===== src/rtl/sd_pkg.sv =====
// Shared SD CMD-line definitions: response encodings, frame geometry, CRC7 polynomial, receiver states.
package sd_pkg;

  localparam logic [2:0] RESP_NONE = 3'd0;
  localparam logic [2:0] RESP_R1   = 3'd1;
  localparam logic [2:0] RESP_R1B  = 3'd2;
  localparam logic [2:0] RESP_R2   = 3'd3;
  localparam logic [2:0] RESP_R3   = 3'd4;
  localparam logic [2:0] RESP_R6   = 3'd6;
  localparam logic [2:0] RESP_R7   = 3'd7;

  localparam int unsigned FRAME_LEN_SHORT = 48;
  localparam int unsigned FRAME_LEN_R2    = 136;

  localparam logic [5:0] IDX_FIXED = 6'h3F;

  // x^7 + x^3 + 1, the x^7 term is implicit
  localparam logic [6:0] CRC7_POLY = 7'h09;

  typedef enum logic [1:0] {
    ST_IDLE,
    ST_HUNT,
    ST_RECV,
    ST_CHECK
  } state_t;

  function automatic logic resp_valid(input logic [2:0] t);
    return (t == RESP_R1) || (t == RESP_R1B) || (t == RESP_R2) ||
           (t == RESP_R3) || (t == RESP_R6) || (t == RESP_R7);
  endfunction

endpackage


===== src/rtl/sd_crc7.sv =====
// Serial CRC7 (x^7+x^3+1, init 0), MSB-first; shared by the CMD transmitter and receiver.
module sd_crc7
  import sd_pkg::*;
(
  input  logic       clk,
  input  logic       reset,
  input  logic       clear,
  input  logic       enable,
  input  logic       data_bit,
  output logic [6:0] crc
);

  logic fb;

  assign fb = data_bit ^ crc[6];

  always_ff @(posedge clk) begin
    if (reset || clear) begin
      crc <= 7'd0;
    end else if (enable) begin
      crc <= {crc[5:0], 1'b0} ^ (fb ? CRC7_POLY : 7'd0);
    end
  end

endmodule


===== src/rtl/sd_cmd_response_rx.sv =====
// SD CMD-line response receiver: hunts the start bit, shifts in a 48/136-bit frame, checks and decodes it.
// Define SD_RESP_CRC_CHECK_EN to compute and check the received CRC7.
module sd_cmd_response_rx
  import sd_pkg::*;
#(
  parameter int unsigned TIMEOUT_CYCLES = 64,
  parameter int unsigned CNT_W          = 8
) (
  input  logic         clk,
  input  logic         reset,
  input  logic         cmd_in,
  input  logic         arm,
  input  logic [2:0]   resp_type,
  input  logic [5:0]   exp_index,
  input  logic         r2_is_csd,
  output logic         busy,
  output logic         done,
  output logic         timeout_err,
  output logic         crc_err,
  output logic         index_err,
  output logic         end_err,
  output logic         cid_en,
  output logic         csd_en,
  output logic         ocr_en,
  output logic         rca_en,
  output logic         stat_en,
  output logic [127:0] cid_data,
  output logic [127:0] csd_data,
  output logic [31:0]  ocr_data,
  output logic [15:0]  rca_data,
  output logic [63:0]  stat_data
);

  state_t           state_q, state_d;
  logic [CNT_W-1:0] cnt_q, cnt_d;
  logic [135:0]     sr_q;
  logic [2:0]       type_q;
  logic [5:0]       idx_q;
  logic             csd_q;

  logic             arm_ok, arm_none, shift, tmo_hit, is_long;
  logic [CNT_W-1:0] last_pos;

  assign is_long  = (type_q == RESP_R2);
  assign last_pos = is_long ? CNT_W'(FRAME_LEN_R2 - 1) : CNT_W'(FRAME_LEN_SHORT - 1);

  // State register
  always_ff @(posedge clk) begin
    if (reset) begin
      state_q <= ST_IDLE;
      cnt_q   <= '0;
    end else begin
      state_q <= state_d;
      cnt_q   <= cnt_d;
    end
  end

  // Next state; cnt_q is the timeout count in HUNT and the frame bit index in RECV
  always_comb begin
    state_d  = state_q;
    cnt_d    = cnt_q;
    arm_ok   = 1'b0;
    arm_none = 1'b0;
    shift    = 1'b0;
    tmo_hit  = 1'b0;
    case (state_q)
      ST_IDLE: begin
        if (arm) begin
          if (resp_valid(resp_type)) begin
            arm_ok  = 1'b1;
            cnt_d   = '0;
            state_d = ST_HUNT;
          end else begin
            arm_none = 1'b1;
          end
        end
      end
      ST_HUNT: begin
        if (!cmd_in) begin
          shift   = 1'b1;
          cnt_d   = CNT_W'(1);
          state_d = ST_RECV;
        end else if (cnt_q == CNT_W'(TIMEOUT_CYCLES - 1)) begin
          tmo_hit = 1'b1;
          state_d = ST_IDLE;
        end else begin
          cnt_d = cnt_q + CNT_W'(1);
        end
      end
      ST_RECV: begin
        shift = 1'b1;
        if (cnt_q == last_pos) begin
          state_d = ST_CHECK;
        end else begin
          cnt_d = cnt_q + CNT_W'(1);
        end
      end
      ST_CHECK: state_d = ST_IDLE;
      default:  state_d = ST_IDLE;
    endcase
  end

  // Frame shift register and request parameters latched at arm
  always_ff @(posedge clk) begin
    if (reset) begin
      sr_q   <= '0;
      type_q <= RESP_NONE;
      idx_q  <= '0;
      csd_q  <= 1'b0;
    end else begin
      if (shift) begin
        sr_q <= {sr_q[134:0], cmd_in};
      end
      if (arm_ok) begin
        type_q <= resp_type;
        idx_q  <= exp_index;
        csd_q  <= r2_is_csd;
      end
    end
  end

  logic        start_bit, trans_bit, end_bit;
  logic [5:0]  rx_index;
  logic [31:0] arg;
  logic        end_bad, idx_bad, crc_bad, frame_ok;

  assign start_bit = is_long ? sr_q[135] : sr_q[47];
  assign trans_bit = is_long ? sr_q[134] : sr_q[46];
  assign rx_index  = is_long ? sr_q[133:128] : sr_q[45:40];
  assign arg       = sr_q[39:8];
  assign end_bit   = sr_q[0];

`ifdef SD_RESP_CRC_CHECK_EN
  logic             crc_en;
  logic [CNT_W-1:0] pos;
  logic [6:0]       crc_val;
  logic [6:0]       rx_crc;

  // 48-bit frames cover bits 0..39; R2 covers only the 120 register bits 8..127
  assign pos    = (state_q == ST_HUNT) ? '0 : cnt_q;
  assign crc_en = shift && (is_long ? ((pos >= CNT_W'(8)) && (pos <= CNT_W'(127)))
                                    : (pos <= CNT_W'(39)));
  assign rx_crc = sr_q[7:1];

  sd_crc7 u_crc7 (
    .clk      (clk),
    .reset    (reset),
    .clear    (arm_ok),
    .enable   (crc_en),
    .data_bit (cmd_in),
    .crc      (crc_val)
  );

  assign crc_bad = (type_q != RESP_R3) && (rx_crc != crc_val);
`else
  assign crc_bad = 1'b0;
`endif

  assign end_bad  = !end_bit || trans_bit || start_bit;
  assign idx_bad  = (is_long || (type_q == RESP_R3)) ? (rx_index != IDX_FIXED)
                                                     : (rx_index != idx_q);
  assign frame_ok = !(end_bad || idx_bad || crc_bad);

  // Registered status, enables and register-file data
  always_ff @(posedge clk) begin
    if (reset) begin
      busy        <= 1'b0;
      done        <= 1'b0;
      timeout_err <= 1'b0;
      crc_err     <= 1'b0;
      index_err   <= 1'b0;
      end_err     <= 1'b0;
      cid_en      <= 1'b0;
      csd_en      <= 1'b0;
      ocr_en      <= 1'b0;
      rca_en      <= 1'b0;
      stat_en     <= 1'b0;
      cid_data    <= '0;
      csd_data    <= '0;
      ocr_data    <= '0;
      rca_data    <= '0;
      stat_data   <= '0;
    end else begin
      done    <= 1'b0;
      cid_en  <= 1'b0;
      csd_en  <= 1'b0;
      ocr_en  <= 1'b0;
      rca_en  <= 1'b0;
      stat_en <= 1'b0;
      if (arm_ok || arm_none) begin
        timeout_err <= 1'b0;
        crc_err     <= 1'b0;
        index_err   <= 1'b0;
        end_err     <= 1'b0;
      end
      if (arm_ok) begin
        busy <= 1'b1;
      end
      if (arm_none) begin
        done <= 1'b1;
      end
      if (tmo_hit) begin
        done        <= 1'b1;
        busy        <= 1'b0;
        timeout_err <= 1'b1;
      end
      if (state_q == ST_CHECK) begin
        done      <= 1'b1;
        busy      <= 1'b0;
        end_err   <= end_bad;
        index_err <= idx_bad;
        crc_err   <= crc_bad;
        if (frame_ok) begin
          case (type_q)
            RESP_R1, RESP_R1B, RESP_R7: begin
              stat_en   <= 1'b1;
              stat_data <= {26'd0, rx_index, arg};
            end
            RESP_R2: begin
              if (csd_q) begin
                csd_en   <= 1'b1;
                csd_data <= {sr_q[127:1], 1'b1};
              end else begin
                cid_en   <= 1'b1;
                cid_data <= {sr_q[127:1], 1'b1};
              end
            end
            RESP_R3: begin
              ocr_en    <= 1'b1;
              ocr_data  <= arg;
              stat_en   <= 1'b1;
              stat_data <= {26'd0, IDX_FIXED, 32'd0};
            end
            RESP_R6: begin
              rca_en    <= 1'b1;
              rca_data  <= arg[31:16];
              stat_en   <= 1'b1;
              stat_data <= {26'd0, rx_index, 16'd0, arg[15:0]};
            end
            default: ;
          endcase
        end
      end
    end
  end

endmodule


===== config.mk =====
export PLATFORM = sky130hd
export DESIGN_NAME = sd_cmd_response_rx
export DESIGN_NICKNAME = d
export VERILOG_FILES = /design/src/rtl/sd_pkg.sv /design/src/rtl/sd_crc7.sv /design/src/rtl/sd_cmd_response_rx.sv
export SDC_FILE = /design/constraint.sdc
export NUM_CORES = 1
export LEC_CHECK = 0
export BUFFER_PORTS_ARGS = -buffer_cell sky130_fd_sc_hd__buf_2
export CAP_MARGIN = 20
export CELL_PAD_IN_SITES_DETAIL_PLACEMENT = 1
export CELL_PAD_IN_SITES_GLOBAL_PLACEMENT = 1
export CORE_MARGIN = 2
export CORE_UTILIZATION = 40
export DETAILED_ROUTE_END_ITERATION = 12
export PLACE_DENSITY_LB_ADDON = 0.1
export SETUP_SLACK_MARGIN = 0.5
export SYNTH_ARGS = -nofsm -noshare
export SYNTH_HDL_FRONTEND = slang
export SYNTH_SLANG_ARGS = --single-unit

===== constraint.sdc =====
create_clock -name clk -period 3.2 [get_ports clk]
set_clock_uncertainty 0.05 [all_clocks]
set_input_delay 0.8 -clock clk [delete_from_list [all_inputs] [get_ports clk]]
set_output_delay 0.8 -clock clk [all_outputs]
set_load 0.03 [all_outputs]

==> results of run 1 <==
==> per-layer routing <==
layer  share of wire, %  GRT usage [%]  vias up
met5               0.12              0        -
met4                1.5           4.72       10
met3                5.3           5.27       84
met2                 48           37.5      312
met1                 45           29.4     7805
li1                   -              -     7734
==> sequential cells by signal, indices dropped and copies added, names as in the netlist, 3 cells and up, named ones only <==
signal,count
cnt_q,8
sr_q,136
rca_data,16
csd_data,128
idx_q,6
ocr_data,32
stat_data,38
cid_data,128
type_q,3
==> synth_stat cells (3+ instances only) <==
cell	n	area, um^2
nor3b_1	8	60.1
dfxtp_1	508	10200
nor2_1	158	593
buf_1	13	48.8
o21bai_1	3	22.5
o21ai_0	50	250
o41ai_1	3	26.3
mux2_1	28	315
mux2i_1	157	1570
nor2b_1	43	269
mux2_2	11	124
and2_1	4	25.0
inv_1	16	60.1
clkbuf_1	115	432
a21oi_1	271	1360
nand3_1	37	185
ha_1	5	62.6
nor4_1	5	31.3
buf_2	18	90.1
a31oi_1	4	25.0
nand2b_1	5	31.3
nand2_1	619	2320
a32o_1	7	70.1
buf_4	33	248
buf_6	7	78.8
and3_1	3	18.8
nand4_1	7	43.8
nor3_1	4	20.0
==> cells by family after synthesis <==
family	after synthesis	synth area share, %
simple gates	905	19.7
compound gates	359	10.2
fa+ha+maj	5	0.332
buf+inv	203	5.09
mux	196	10.7
flops	508	53.9
other cells	1	0.0199
xor+xnor	2	0.0928
==> placed cells by master, fill, tap and decap left out, types with 23 or more instances in the layout <==
cell type,n
nand2_1,619
a21oi_1,271
mux2_1,28
nor2b_1,43
nor2_1,156
dfxtp_1,505
buf_4,23
o21ai_0,50
clkbuf_16,56
conb_1,27
nand3_1,37
mux2i_1,157
buf_2,364
==> power groups by stage <==
stage | Clock, uW | Combinational (uW) | Sequential (uW)
3_5_place_dp | 0 | 521 | 6500
4_1_cts | 6430 | 526 | 6360
2_1_floorplan | 0 | 386 | 6500
3_3_place_gp | 0 | 510 | 6500
5_1_grt | 6690 | 597 | 6360
6_report | 6270 | 542 | 6360
==> metrics by stage <==
| step | cell area (um^2) | hold WS [ns] | power (uW) |
|---|---|---|---|
| floorplan | 19000 | 0.387 | 6890 |
| global placement | 21100 | 0.384 | 7010 |
| detailed placement | 21100 | 0.395 | 7020 |
| CTS | 22900 | 0.365 | 13300 |
| global route | 23000 | 0.389 | 13700 |
| finish | 23100 | 0.392 | 13200 |
==> worst max-delay path: cells and delay by family, from the launching register on <==
family / cells / cell delay [ns]
buffers and inverters: 1 / 0.23
AND/OR/NAND/NOR: 3 / 1.08
multiplexers: 1 / 0.15
AO/OA/AOI/OAI: 2 / 0.63
flip-flops: 1 / 0.39
==> path summary, 6_finish.rpt <==
path                                     end         start  slack (ns)
worst max-delay path             ocr_data[9]      idx_q[4]        0.53
worst min-delay path                   csd_q     r2_is_csd        0.39
worst max register to register   ocr_data[9]      idx_q[4]        0.53
worst min register to register  cid_data[61]  cid_data[61]        0.40
==> layout make-up <==
| cell class | instances | share of cell area, % |
|---|---|---|
| Inverter | 17 | 0.282 |
| Timing Repair Buffer | 405 | 10.2 |
| Multi-Input combinational cell | 1495 | 34.3 |
| Antenna cell | 3 | 0.0326 |
| Clock buffer | 82 | 6.93 |
| Clock inverter | 12 | 0.733 |
| Tap cell | 607 | 3.29 |
| Sequential cell | 508 | 44.1 |
==> timing repair <==
| item | in CTS | in global routing |
|---|---|---|
| endpoints found under the hold margin | 0 | 0 |
| endpoints found under the setup margin | 181 | 284 |
| buffers inserted | 1 | 5 |
| cloned | 0 | 2 |
| pin swaps | 1 | 5 |
| gates resized for setup | 6 | 10 |
==> metrics.md, run 1 <==
| Metric | Value |
|---|---|
| Post-DP HPWL | 37.8 mm |
| Fillcell total | 5543 |
| CTS Root Buffer Type | clkbuf_16 |
| Number of synthesized register bits | 508 |
| Vias/cell | 5.10 |
| Dpl ws | 0.306 ns |
| IO Port Bufs | 365 |
| Unrepaired setup endpoints after global routing | yes |
| Setup ws final | roughly 0.53 ns |
| Final Setup Violations | 0 |
| Register area | about 0.010 mm^2 |
| Outcome | complete, no violations |
| CP endpoint kind | register |
| Logic pwr share | 4.1% |
| Seq/Total Area, Yosys | 53.9% |
| Worst Path Max Fanout | 32 |
| Worst skew pair latency | 0.59 ns |
| Worst Path Required | 3.62 ns |
| Num CTS Buffers | between 50 and 60 |
| Warnings, synthesis | 0 |
| Synth Instances | 2179 |
| Netlist cell types | 59 |
| P_sw | 2960 uW |
| Area grow syn2layout | 22.2% |
| Int Power | ~10000 uW |
| Asr flop ratio synth | 0% |
| Startpoint Class | register |
| Multi-input logic area | ~0.0079 mm^2 |
| CP Cell Sequence | and2b_1 > o41ai_2 > o311a_2 > nand3_4 > or4_2 > buf_12 > mux2i_1 |
| Synthesized area | 0.0189 mm^2 |
| Worst-Margin Slew | 0.800 ns |
| Starting density of the core | about two fifths |
| Syn Area/Cell | 8.66 um^2 |
| FMAX | 374 MHz |
| Max Slew Vio Count | 0 |
| MaxCap Viol Count | 0 |
| Sw frac | 22.5% |
| Drt wl/cell | 18.3 um |
| Total wire length | 57.4 mm |
| CTS Hold Buffers Added | 0 |
| Leakage | 0.0104 uW |
| Placed insts | 3023 |
| Vias after detailed routing | 15900 |
| First-pass GRT wire length | about 90 mm |
| Hold Path Depth | 3 |
| Critical path's slowest cell | or4_2 |
| Clock Path Buffers | 3 |
| H-tree Lvls | 2 |
| Die Y | 221 um |
| IO Count | 393 |
| Setup TNS | 0 ns |
| Period utilization | 83.5% |
| Largest net degree at the start of global routing | 154 |
| DRT iter0 DRCs | 785 |
| Clk pwr share | a little under half |
| Gpl congestion | 0.820 |
| Share of power burned in registers | 48.3% |
| DR pass1 iterations | 4 |
| Fin cells | between 3000 and 4000 |
| Post-layout util | 49.5% |
| WS Path Type | register to register |
| Critical Path AT | a little over 3 ns |
| DIE AREA | between 0.04 and 0.05 mm^2 |
| CTS tree | built |
| CTS Sinks | around 500 |
| Layout cells sized above 1 | between 20% and 30% |
| Total gr overflow | 0 |
| Total GRT Usage | between 20% and 30% |
| Antenna violations before repair | 8 |
| Die Wd | 221 um |
| Crit path largest cell delay | approximately 0.72 ns |
| Worst reg-to-reg path cell count | 7 |
| Final Hold Vio Count | 0 |
| Worst-path clk slew | 0.06 ns |
| Min cycle time layout | 2.67 ns |
| Final nets | 2500 |
| Number of global-route vias before repair | 16000 |
| Slew headroom | 45.9% |
| Core ar. | 0.0466 mm^2 |
| Peak supply drop | 0.414 mV |
| FP Rows | 79 |
| Ys flop type | dfxtp_1 |
| Worst hold path type | primary input to register |
| Antenna-violating nets left | 0 |
| EDFF count, synth | 0 |
| Power per standard cell area | ~570 mW/mm^2 |
| Post-route DRC | 0 |
(Power assumes the default switching activity.)
==> inputs of run 2 (changes only) <==
clock period = 2.5 ns   (was 3.2 ns; I/O delays follow)
==> run 2 against run 1 <==
  * The run now ends with negative setup slack left
  * Largest power group is now clock
  * Via count up 7.5%
  * Non-clock buffer count up 124
  * First-iteration DRC count up 7.9%
  * Hold slack worse by 0.18 ns
  * Clock-buffer cell count down 1
  * Die area unchanged
==> metrics.md, run 2 (synthesis results as in run 1) <==
| Metric | Value |
|---|---|
| Antenna violations before repair | 7 |
| Period utilization | 103% |
| Startpoint Class | register |
| WS Path Type | register to register |
| Worst Path Max Fanout | 8 |
| Int Power | between 10000 and 15000 uW |
| CP endpoint kind | register |
| Antenna-violating nets left | 0 |
| Outcome | complete, but fails checks |
| Post-layout util | between 50 and 60% |
| CTS tree | built |
| Max Slew Vio Count | 0 |
| Fin cells | 3260 |
| Num CTS Buffers | between 50 and 60 |
| MaxCap Viol Count | 0 |
| CTS Sinks | 508 |
| DR pass1 iterations | 5 |
| Post-DP HPWL | 37.3 mm |
| Vias/cell | 5.26 |
| FP Rows | 79 |
| Register name with the most flops | sr_q |
| Worst hold path type | primary input to register |
| Total GRT Usage | a little over a quarter |
| Logic pwr share | 4.6% |
| Total gr overflow | 0 |
| Slew headroom | a little under a fifth |
| FMAX | 388 MHz |
| Final Setup Violations | between 60 and 70 |
| Share of power burned in registers | roughly 48% |
| Fillcell total | 5106 |
| Max reg flops | 136 |
| P_sw | 4030 uW |
| Core ar. | around 0.047 mm^2 |
| Worst Path Required | 2.93 ns |
| Clk pwr share | 47.8% |
| Area grow syn2layout | 45.7% |
| Drt wl/cell | between 20 and 25 um |
| Clock Path Buffers | 3 |
| Die Wd | 221 um |
| Commonest cells after routing, fill and taps aside | 497 x dfxtp_1, 482 x nand2_1, 364 x buf_2, 179 x a21oi_1, 156 x nor2_1 |
| Total wire length | slightly above 70 mm |
| DIE AREA | 0.0489 mm^2 |
| Hold Path Origin | exp_index[2] |
| Final nets | 2624 |
| Critical path launch point | sr_q[43] |
| IO Port Bufs | approximately 370 |
| IO Count | 393 |
| Worst-path clk slew | 0.06 ns |
| H-tree Lvls | 2 |
| First-pass GRT wire length | 102 mm |
| Unrepaired setup endpoints after global routing | yes |
| Number of global-route vias before repair | about 17000 |
| Vias after detailed routing | 17100 |
| Layout cells sized above 1 | 37.1% |
| Gpl congestion | 0.802 |
| Leakage | between 0.01 and 0.015 uW |
| Setup ws final | -0.0760 ns |
| Commonest non-fill, non-tap cell in the layout | dfxtp_1 |
| Power per standard cell area | 623 mW/mm^2 |
| Peak supply drop | 0.538 mV |
| Worst reg-to-reg path cell count | 7 |
| Die Y | about 220 um |
| DRT iter0 DRCs | 847 |
| Worst skew pair latency | 0.61 ns |
| CTS Hold Buffers Added | 0 |
| Reg-to-reg slack, setup | -0.08 ns |
| Sw frac | 23.5% |
| Min cycle time layout | around 2.6 ns |
| Starting density of the core | 40.5% |
| Post-route DRC | 0 |
| Worst R2R Start | sr_q[43] |
| Critical Path AT | 3.01 ns |
| Hold Path Sink | idx_q[2] |
| Largest regs | sr_q (136), cid_data (128), csd_data (128) |
| Placed insts | 3041 |
| Largest net degree at the start of global routing | a little under 200 |
| Worst-Margin Slew | 1.23 ns |
| Failing checks | negative setup slack |
| Final Hold Vio Count | 0 |
| CTS Root Buffer Type | clkbuf_16 |
| Worst r2r dst | ocr_data[12] |
| Hold Path Depth | 3 |
-- run 2: cell types whose count changed in the layout (fill, tap and decap cells not counted), sizes merged --
| cell | change |
|---|---|
| buf | +111 |
| clkbuf | +11 |
| clkinv | +11 |
| bufinv | -2 |
| and4 | -1 |
| bufbuf | +1 |
| clkinvlp | +1 |
| diode | -1 |
-- run 2: stage by stage --
| step | setup TNS [ns] | total power [uW] | setup WS (ns) | instance area (um^2) | hold WS, ns |
|---|---|---|---|---|---|
| 2_1_floorplan | 0 | 8830 | 0.272 | 19100 | 0.387 |
| 3_3_place_gp | 0 | 9000 | 0.0931 | 21400 | 0.387 |
| 3_5_place_dp | 0 | 9010 | 0.0788 | 21400 | 0.395 |
| 4_1_cts | 0 | 17200 | 0.100 | 25700 | 0.179 |
| 5_1_grt | -6.46 | 17700 | -0.121 | 27500 | 0.219 |
| 6_report | -1.46 | 17100 | -0.0760 | 27500 | 0.210 |
-- run 2: cell type report --
class | count | area (um^2) | share of cell area [%]
Clock buffer | 81 | 1650 | 5.99
Inverter | 17 | 65.1 | 0.237
Multi-Input combinational cell | 1494 | 9700 | 35.3
Tap cell | 607 | 759 | 2.76
Sequential cell | 508 | 10200 | 37.1
Antenna cell | 2 | 5.00 | 0.0182
Timing Repair Buffer | 529 | 4950 | 18.0
Clock inverter | 22 | 174 | 0.633
-- run 2: critical path: stages, from the launching register on --
cell      delay, ns
dfxtp_2        0.34
inv_1          0.05
a222oi_1       0.44
o211ai_1       0.20
a32o_2         0.33
or4_4          0.63
buf_16         0.20
mux2i_4        0.19
-- run 2: power by group through the flow --
stage / Combinational (uW) / Sequential [uW] / Clock, uW
global route: 851 / 8150 / 8670
CTS: 761 / 8150 / 8310
global placement: 681 / 8320 / 0
finish: 792 / 8150 / 8190
detailed placement: 690 / 8320 / 0
floorplan: 513 / 8320 / 0
-- run 2: what timing repair did --
item / 4_1_cts / 5_1_grt
buffers inserted: 44 / 8
resized for setup: 261 / 341
endpoints found under the setup margin: 473 / 496
gates cloned: 42 / 20
pin swaps: 89 / 147
-- run 2: per-layer routing --
layer | global-route usage [%] | vias up | part of all wire [%]
li1 | - | 8028 | -
met1 | 34.4 | 8539 | 43
met2 | 43.4 | 429 | 49
met3 | 5.17 | 127 | 5.0
met4 | 8.75 | 12 | 2.8
met5 | 0 | - | 0.10
-- run 2: how the worst max path moves through the flow --
stage	depth (start not counted)	endpoint	slack, ns
3_5_place_dp	7	cid_data[49]	0.08
5_1_grt	7	ocr_data[12]	-0.12
6_report	7	ocr_data[12]	-0.08
4_1_cts	7	ocr_data[5]	0.10
2_1_floorplan	8	stat_data[17]	0.27
3_3_place_gp	7	stat_data[8]	0.09
